`src/rtl/rs_int_pkg.sv`:
```
// Shared constants for the integer reservation station: default rename-tag,
// operand and opcode widths plus dispatch-width constants.
package rs_int_pkg;

  localparam int TAG_W_DEF    = 6;
  localparam int DATA_W_DEF   = 32;
  localparam int OP_W_DEF     = 4;
  localparam int RS_DP_NUM    = 2;
  localparam int DP_NUM_WIDTH = 1;

endpackage

```
`src/rtl/rs_int_req_arbiter.sv`:
```
// Fixed-priority request arbiter: grants the lowest-index active request and
// reports its index together with a valid flag.
module req_arbiter
  import rs_int_pkg::*;
#(
  parameter int REQ_NUM = 2,
  parameter int ACK_SEL = 1
) (
  input  logic [REQ_NUM-1:0] i_req,
  output logic               o_vld,
  output logic [ACK_SEL-1:0] o_sel
);

  assign o_vld = |i_req;

  // Scan downwards so the lowest set index is the last assignment to stick.
  always_comb begin
    o_sel = '0;
    for (int i = REQ_NUM - 1; i >= 0; i--) begin
      if (i_req[i]) o_sel = ACK_SEL'(i);
    end
  end

endmodule

```
`src/rtl/rs_int.sv`:
```
// Integer reservation station: two dispatch slots, two CDB wakeup ports,
// in-order-agnostic single issue of the lowest-index ready entry.
module rs_int
  import rs_int_pkg::*;
#(
  parameter int RS_ENT_NUM = 2,
  parameter int RS_ENT_SEL = 1,
  parameter int TAG_W      = TAG_W_DEF,
  parameter int DATA_W     = DATA_W_DEF,
  parameter int OP_W       = OP_W_DEF
) (
  input  logic                  clk,
  input  logic                  rst,
  input  logic                  i_flush,
  input  logic                  i_we_1,
  input  logic [RS_ENT_SEL-1:0] i_sel_1,
  input  logic [OP_W-1:0]       i_op_1,
  input  logic [TAG_W-1:0]      i_dst_1,
  input  logic [DATA_W-1:0]     i_src1_1,
  input  logic [DATA_W-1:0]     i_src2_1,
  input  logic                  i_src1_vld_1,
  input  logic                  i_src2_vld_1,
  input  logic                  i_we_2,
  input  logic [RS_ENT_SEL-1:0] i_sel_2,
  input  logic [OP_W-1:0]       i_op_2,
  input  logic [TAG_W-1:0]      i_dst_2,
  input  logic [DATA_W-1:0]     i_src1_2,
  input  logic [DATA_W-1:0]     i_src2_2,
  input  logic                  i_src1_vld_2,
  input  logic                  i_src2_vld_2,
  input  logic                  i_cdb_vld_1,
  input  logic [TAG_W-1:0]      i_cdb_tag_1,
  input  logic [DATA_W-1:0]     i_cdb_data_1,
  input  logic                  i_cdb_vld_2,
  input  logic [TAG_W-1:0]      i_cdb_tag_2,
  input  logic [DATA_W-1:0]     i_cdb_data_2,
  output logic [RS_ENT_NUM-1:0] o_busy_vec,
  output logic                  o_issue_vld,
  input  logic                  i_issue_rdy,
  output logic [OP_W-1:0]       o_issue_op,
  output logic [DATA_W-1:0]     o_issue_src1,
  output logic [DATA_W-1:0]     o_issue_src2,
  output logic [TAG_W-1:0]      o_issue_dst
);

  logic [RS_ENT_NUM-1:0] w_busy;
  logic [RS_ENT_NUM-1:0] w_ready;
  logic [OP_W-1:0]       w_op   [RS_ENT_NUM];
  logic [TAG_W-1:0]      w_dst  [RS_ENT_NUM];
  logic [DATA_W-1:0]     w_src1 [RS_ENT_NUM];
  logic [DATA_W-1:0]     w_src2 [RS_ENT_NUM];
  logic [RS_ENT_SEL-1:0] w_iss_sel;
  logic                  w_any_rdy;
  logic                  w_fire;

  // Returns {vld, data}: a pending tag is replaced by CDB data on a match,
  // port 1 taking precedence. Serves both dispatch bypass and wakeup.
  function automatic logic [DATA_W:0] resolve(
    input logic              vld,
    input logic [DATA_W-1:0] val
  );
    if (vld) return {1'b1, val};
    if (i_cdb_vld_1 && (i_cdb_tag_1 == val[TAG_W-1:0])) return {1'b1, i_cdb_data_1};
    if (i_cdb_vld_2 && (i_cdb_tag_2 == val[TAG_W-1:0])) return {1'b1, i_cdb_data_2};
    return {1'b0, val};
  endfunction

  assign w_fire = w_any_rdy & i_issue_rdy;

  for (genvar gi = 0; gi < RS_ENT_NUM; gi++) begin : gen_ent
    logic              r_busy;
    logic              r_src1_vld;
    logic              r_src2_vld;
    logic [OP_W-1:0]   r_op;
    logic [TAG_W-1:0]  r_dst;
    logic [DATA_W-1:0] r_src1;
    logic [DATA_W-1:0] r_src2;
    logic              w_wr1;
    logic              w_wr2;
    logic              w_iss;

    assign w_wr1 = i_we_1 && (i_sel_1 == RS_ENT_SEL'(gi));
    assign w_wr2 = i_we_2 && (i_sel_2 == RS_ENT_SEL'(gi));
    assign w_iss = w_fire && (w_iss_sel == RS_ENT_SEL'(gi));

    always_ff @(posedge clk or posedge rst) begin
      if (rst)                r_busy <= 1'b0;
      else if (i_flush)       r_busy <= 1'b0;
      else if (w_wr1 | w_wr2) r_busy <= 1'b1;
      else if (w_iss)         r_busy <= 1'b0;
    end

    // Payload needs no reset: it is only observed through a set busy bit.
    always_ff @(posedge clk) begin
      if (w_wr1) begin
        r_op                 <= i_op_1;
        r_dst                <= i_dst_1;
        {r_src1_vld, r_src1} <= resolve(i_src1_vld_1, i_src1_1);
        {r_src2_vld, r_src2} <= resolve(i_src2_vld_1, i_src2_1);
      end else if (w_wr2) begin
        r_op                 <= i_op_2;
        r_dst                <= i_dst_2;
        {r_src1_vld, r_src1} <= resolve(i_src1_vld_2, i_src1_2);
        {r_src2_vld, r_src2} <= resolve(i_src2_vld_2, i_src2_2);
      end else if (r_busy) begin
        {r_src1_vld, r_src1} <= resolve(r_src1_vld, r_src1);
        {r_src2_vld, r_src2} <= resolve(r_src2_vld, r_src2);
      end
    end

    assign w_busy[gi]  = r_busy;
    assign w_ready[gi] = r_busy & r_src1_vld & r_src2_vld;
    assign w_op[gi]    = r_op;
    assign w_dst[gi]   = r_dst;
    assign w_src1[gi]  = r_src1;
    assign w_src2[gi]  = r_src2;
  end

  req_arbiter #(
    .REQ_NUM (RS_ENT_NUM),
    .ACK_SEL (RS_ENT_SEL)
  ) u_arb (
    .i_req (w_ready),
    .o_vld (w_any_rdy),
    .o_sel (w_iss_sel)
  );

  assign o_busy_vec   = w_busy;
  assign o_issue_vld  = w_any_rdy;
  assign o_issue_op   = w_op[w_iss_sel];
  assign o_issue_dst  = w_dst[w_iss_sel];
  assign o_issue_src1 = w_src1[w_iss_sel];
  assign o_issue_src2 = w_src2[w_iss_sel];

endmodule

```
`config.mk`:
```
export PLATFORM = sky130hd
export DESIGN_NAME = rs_int
export DESIGN_NICKNAME = d
export VERILOG_FILES = /design/src/rtl/rs_int_pkg.sv /design/src/rtl/rs_int_req_arbiter.sv /design/src/rtl/rs_int.sv
export SDC_FILE = /design/constraint.sdc
export NUM_CORES = 1
export LEC_CHECK = 0
export BUFFER_PORTS_ARGS = -buffer_cell sky130_fd_sc_hd__buf_4
export CORE_MARGIN = 10
export CORE_UTILIZATION = 43
export DETAILED_ROUTE_END_ITERATION = 16
export HOLD_SLACK_MARGIN = 0.08
export PLACE_DENSITY = 0.67
export SLEW_MARGIN = 20
export SYNTH_ARGS = -nofsm -noshare
export SYNTH_HDL_FRONTEND = slang
export SYNTH_SLANG_ARGS = --single-unit
```
`constraint.sdc`:
```
create_clock -name clk -period 8.3 [get_ports clk]
set_input_delay 0.83 -clock clk [delete_from_list [all_inputs] [get_ports clk]]
set_output_delay 0.83 -clock clk [all_outputs]
set_load 0.05 [all_outputs]
```
==> flow_metrics.py <==
metrics = {
    "critical_path": {
        "critPathMaxStageDelay_ns": 0.78,
        "slowest_stage": "buf_4",
        "critical_path_arrival_ns": 2.90,
        "end_kind": "output pin",
        "cp_max_fo": 58,
        "cp_num_buf_inv": 2,
        "required_ns": 7.47,
        "path_cells": "nand3_1 > nand2b_4 > buf_4 > mux2_2 > buf_4",
        "critPathMostFrequentCell": "buf_4",
        "startpoint_type": "register",
        "critPathKind": "reg2out",
        "path_delay_family": "buffers and inverters",
    },
    "clock_network": {
        "post_cts_buffers": 0,
        "clk_path_buf_depth": 2,
        "cts_tree": "done",
        "cts_buffers": 17,
        "cts_resized": 0,
        "cts-root-buf": "clkbuf_16",
        "cts_hold_buf": 0,
        "ctsHtreeMaxLevel": 4,
        "clkLatencyLatePin_ns": 0.44,
        "clkTransAtPathRegs_ns": 0.06,
        "cts.sink_count": 154,
    },
    "sta": {
        "max_freq_ghz": 0.268,
        "fin_worst_skew_ns": 0.0157,
        "rsz0062_at_grt": "false",
        "setup_viol": 0,
        "drv_slew": 0,
        "finalSetupTns_ns": 0,
        "worstMarginPinSlew_ns": 1.18,
        "post-route-min-period_ns": 3.73,
        "setup_ws_ns": 4.57,
        "max_slew_margin_pct": 21.3,
        "period_share_pct": 45.0,
        "hold_viol_final": 0,
    },
    "logic_synthesis": {
        "ys_seq_area_share_pct": 38.8,
        "synth_edf_count": 152,
        "synthesis.area_um2": 11900,
        "avgSynthCellArea_um2": 10.2,
        "yosysUniqueCellTypes": 56,
        "ys.flop_type": "edfxtp_1",
        "netlist.area_leader.share_pct": 38.4,
        "synth-async-reset-ratio_pct": 1.30,
        "synth_largest_area_cell": "edfxtp_1",
        "synth_commonest_cells": "edfxtp_1 (152), nand2_1 (108), o21ai_0 (76)",
        "synthTopCellsByArea": "edfxtp_1 (38%), mux2_2 (7.0%), a22o_1 (5.4%), o22a_1 (5.2%), xnor2_1 (4.9%)",
        "synth_cells": 1162,
        "syn_nets": 1400,
        "yosys_warnings": 0,
        "ys_seq_elements": 154,
        "synth_most_common_cell": "edfxtp_1",
    },
    "finish": {
        "area_growth_pct": 26.1,
        "design_area_um2": 15000,
        "final_nets": 1642,
        "final_util_pct": 55.3,
        "drive_gt1_share_pct": 34.0,
    },
    "route": {
        "vias_per_cell": 6.77,
        "vias": 12100,
        "avgRoutedWirePerCell_um": 29.8,
        "wl_um": 53300,
        "drtIter0Drc": 1641,
        "firstDrtPassIters": 7,
        "final_antenna_net_count": 0,
        "drc_errors": 0,
    },
    "floorplan": {
        "core_um2": 27100,
        "ioPinCount": 315,
        "fp-row-count": 60,
        "initial_core_util_pct": 43.9,
        "dieArea_um2": 34700,
        "die_height_um": 186,
        "die_w_um": 186,
    },
    "placed_design": {
        "place.gp.congestion": 1.05,
        "hpwl_um": 35900,
        "pre_cts_ws_ns": 4.71,
        "placed_area_um2": 14400,
        "numPortBuffers": 314,
    },
    "global_routing": {
        "grt_pass1_wl_um": 76700,
        "grt_usage_pct": 29.4,
        "antenna_found_initial": 2,
        "grt_pass1_vias": 12100,
        "grt_overflow_total": 0,
        "grt_max_degree": 81,
    },
    "status": {
        "status": "complete, no violations",
    },
    "run": {
        "cap_violations": 0,
    },
    "power": {
        "power.leakage_nw": 5.97,
        "power_density_nw_per_um2": 167,
        "power.total_mw": 2.50,
        "max-vdd-ir-drop_uv": 126,
    },
    "min_path": {
        "hold_path_class": "in2async",
    },
}
==> power by group <==
part	internal (mW)	switching, mW
combinational	0.292	0.457
sequential	0.940	0.0347
clock	0.397	0.379
==> metrics by stage <==
| step | hold WS (ns) | instances |
|---|---|---|
| floorplan | 0.552 | 1162 |
| global placement | 0.619 | 1756 |
| detailed placement | 0.646 | 1756 |
| CTS | 0.245 | 1788 |
| global route | 0.248 | 1789 |
| finish | 0.251 | 1790 |
==> routing by layer <==
metal	GRT usage, %	wire [um]	vias to the layer above
met3	7.41	6610	125
met4	12.9	1730	4
met1	38.7	20500	5892
met5	0	34	-
li1	-	-	5125
met2	44.8	24400	968
==> flip-flops by register name, indices dropped and copies added, names as in the netlist <==
signal	cells
gen_ent.r_src2_vld	2
gen_ent.r_src2	64
gen_ent.r_busy	2
gen_ent.r_op	8
gen_ent.r_src1	64
gen_ent.r_src1_vld	2
gen_ent.r_dst	12
==> logic make-up after synthesis <==
logic type             Yosys count  share of synthesized area [%]
AO/OA/AOI/OAI                  489                           31.9
XOR/XNOR                        96                           7.07
buffers and inverters          123                           5.46
flip-flops                     154                           38.8
multiplexers                    74                           7.01
AND/OR/NAND/NOR                226                           9.77
==> placed cells by master (no fill, tap or decap), drive strengths merged, types with 2 or more instances in the layout <==
cell type / n
dfrtp: 2
a22oi: 58
and2: 20
o22a: 70
a221oi: 2
nor3: 10
nand2b: 11
a22o: 74
buf: 339
a41oi: 2
and3: 18
a211oi: 3
clkinvlp: 3
xor2: 29
or2: 5
nand3: 9
nor4: 7
nand4: 11
o21ai: 80
a21oi: 66
o32a: 2
mux2: 74
nor2: 16
a221o: 39
clkinv: 3
a222oi: 27
clkbuf: 18
nor2b: 4
a2bb2oi: 59
o21bai: 2
inv: 15
nand2: 108
edfxtp: 152
xnor2: 67
nand3b: 2
==> layout make-up <==
type,instances,area [um2]
diodes,1,2.50
clock buffers,18,429
inverters,7,26.3
repair buffers,339,2560
fillers,2450,12100
well taps,372,465
flip-flops and latches,154,4610
clock inverters,14,133
multi-input cells,885,6760
==> final timing paths <==
kind	depth (start not counted)	slack (ns)	startpoint	end
setup / recovery	5	4.57	gen_ent[0].r_busy	o_issue_src2[13]
hold / removal	2	0.25	rst	gen_ent[0].r_busy
setup reg to reg	5	5.30	gen_ent[1].r_src1[4]	gen_ent[1].r_src1[0]
hold reg to reg	2	0.68	gen_ent[0].r_busy	gen_ent[0].r_busy
max in group asynchronous	2	7.94	rst	gen_ent[1].r_busy
min in group clk	2	0.56	i_flush	gen_ent[1].r_busy
(Power assumes the default switching activity.)
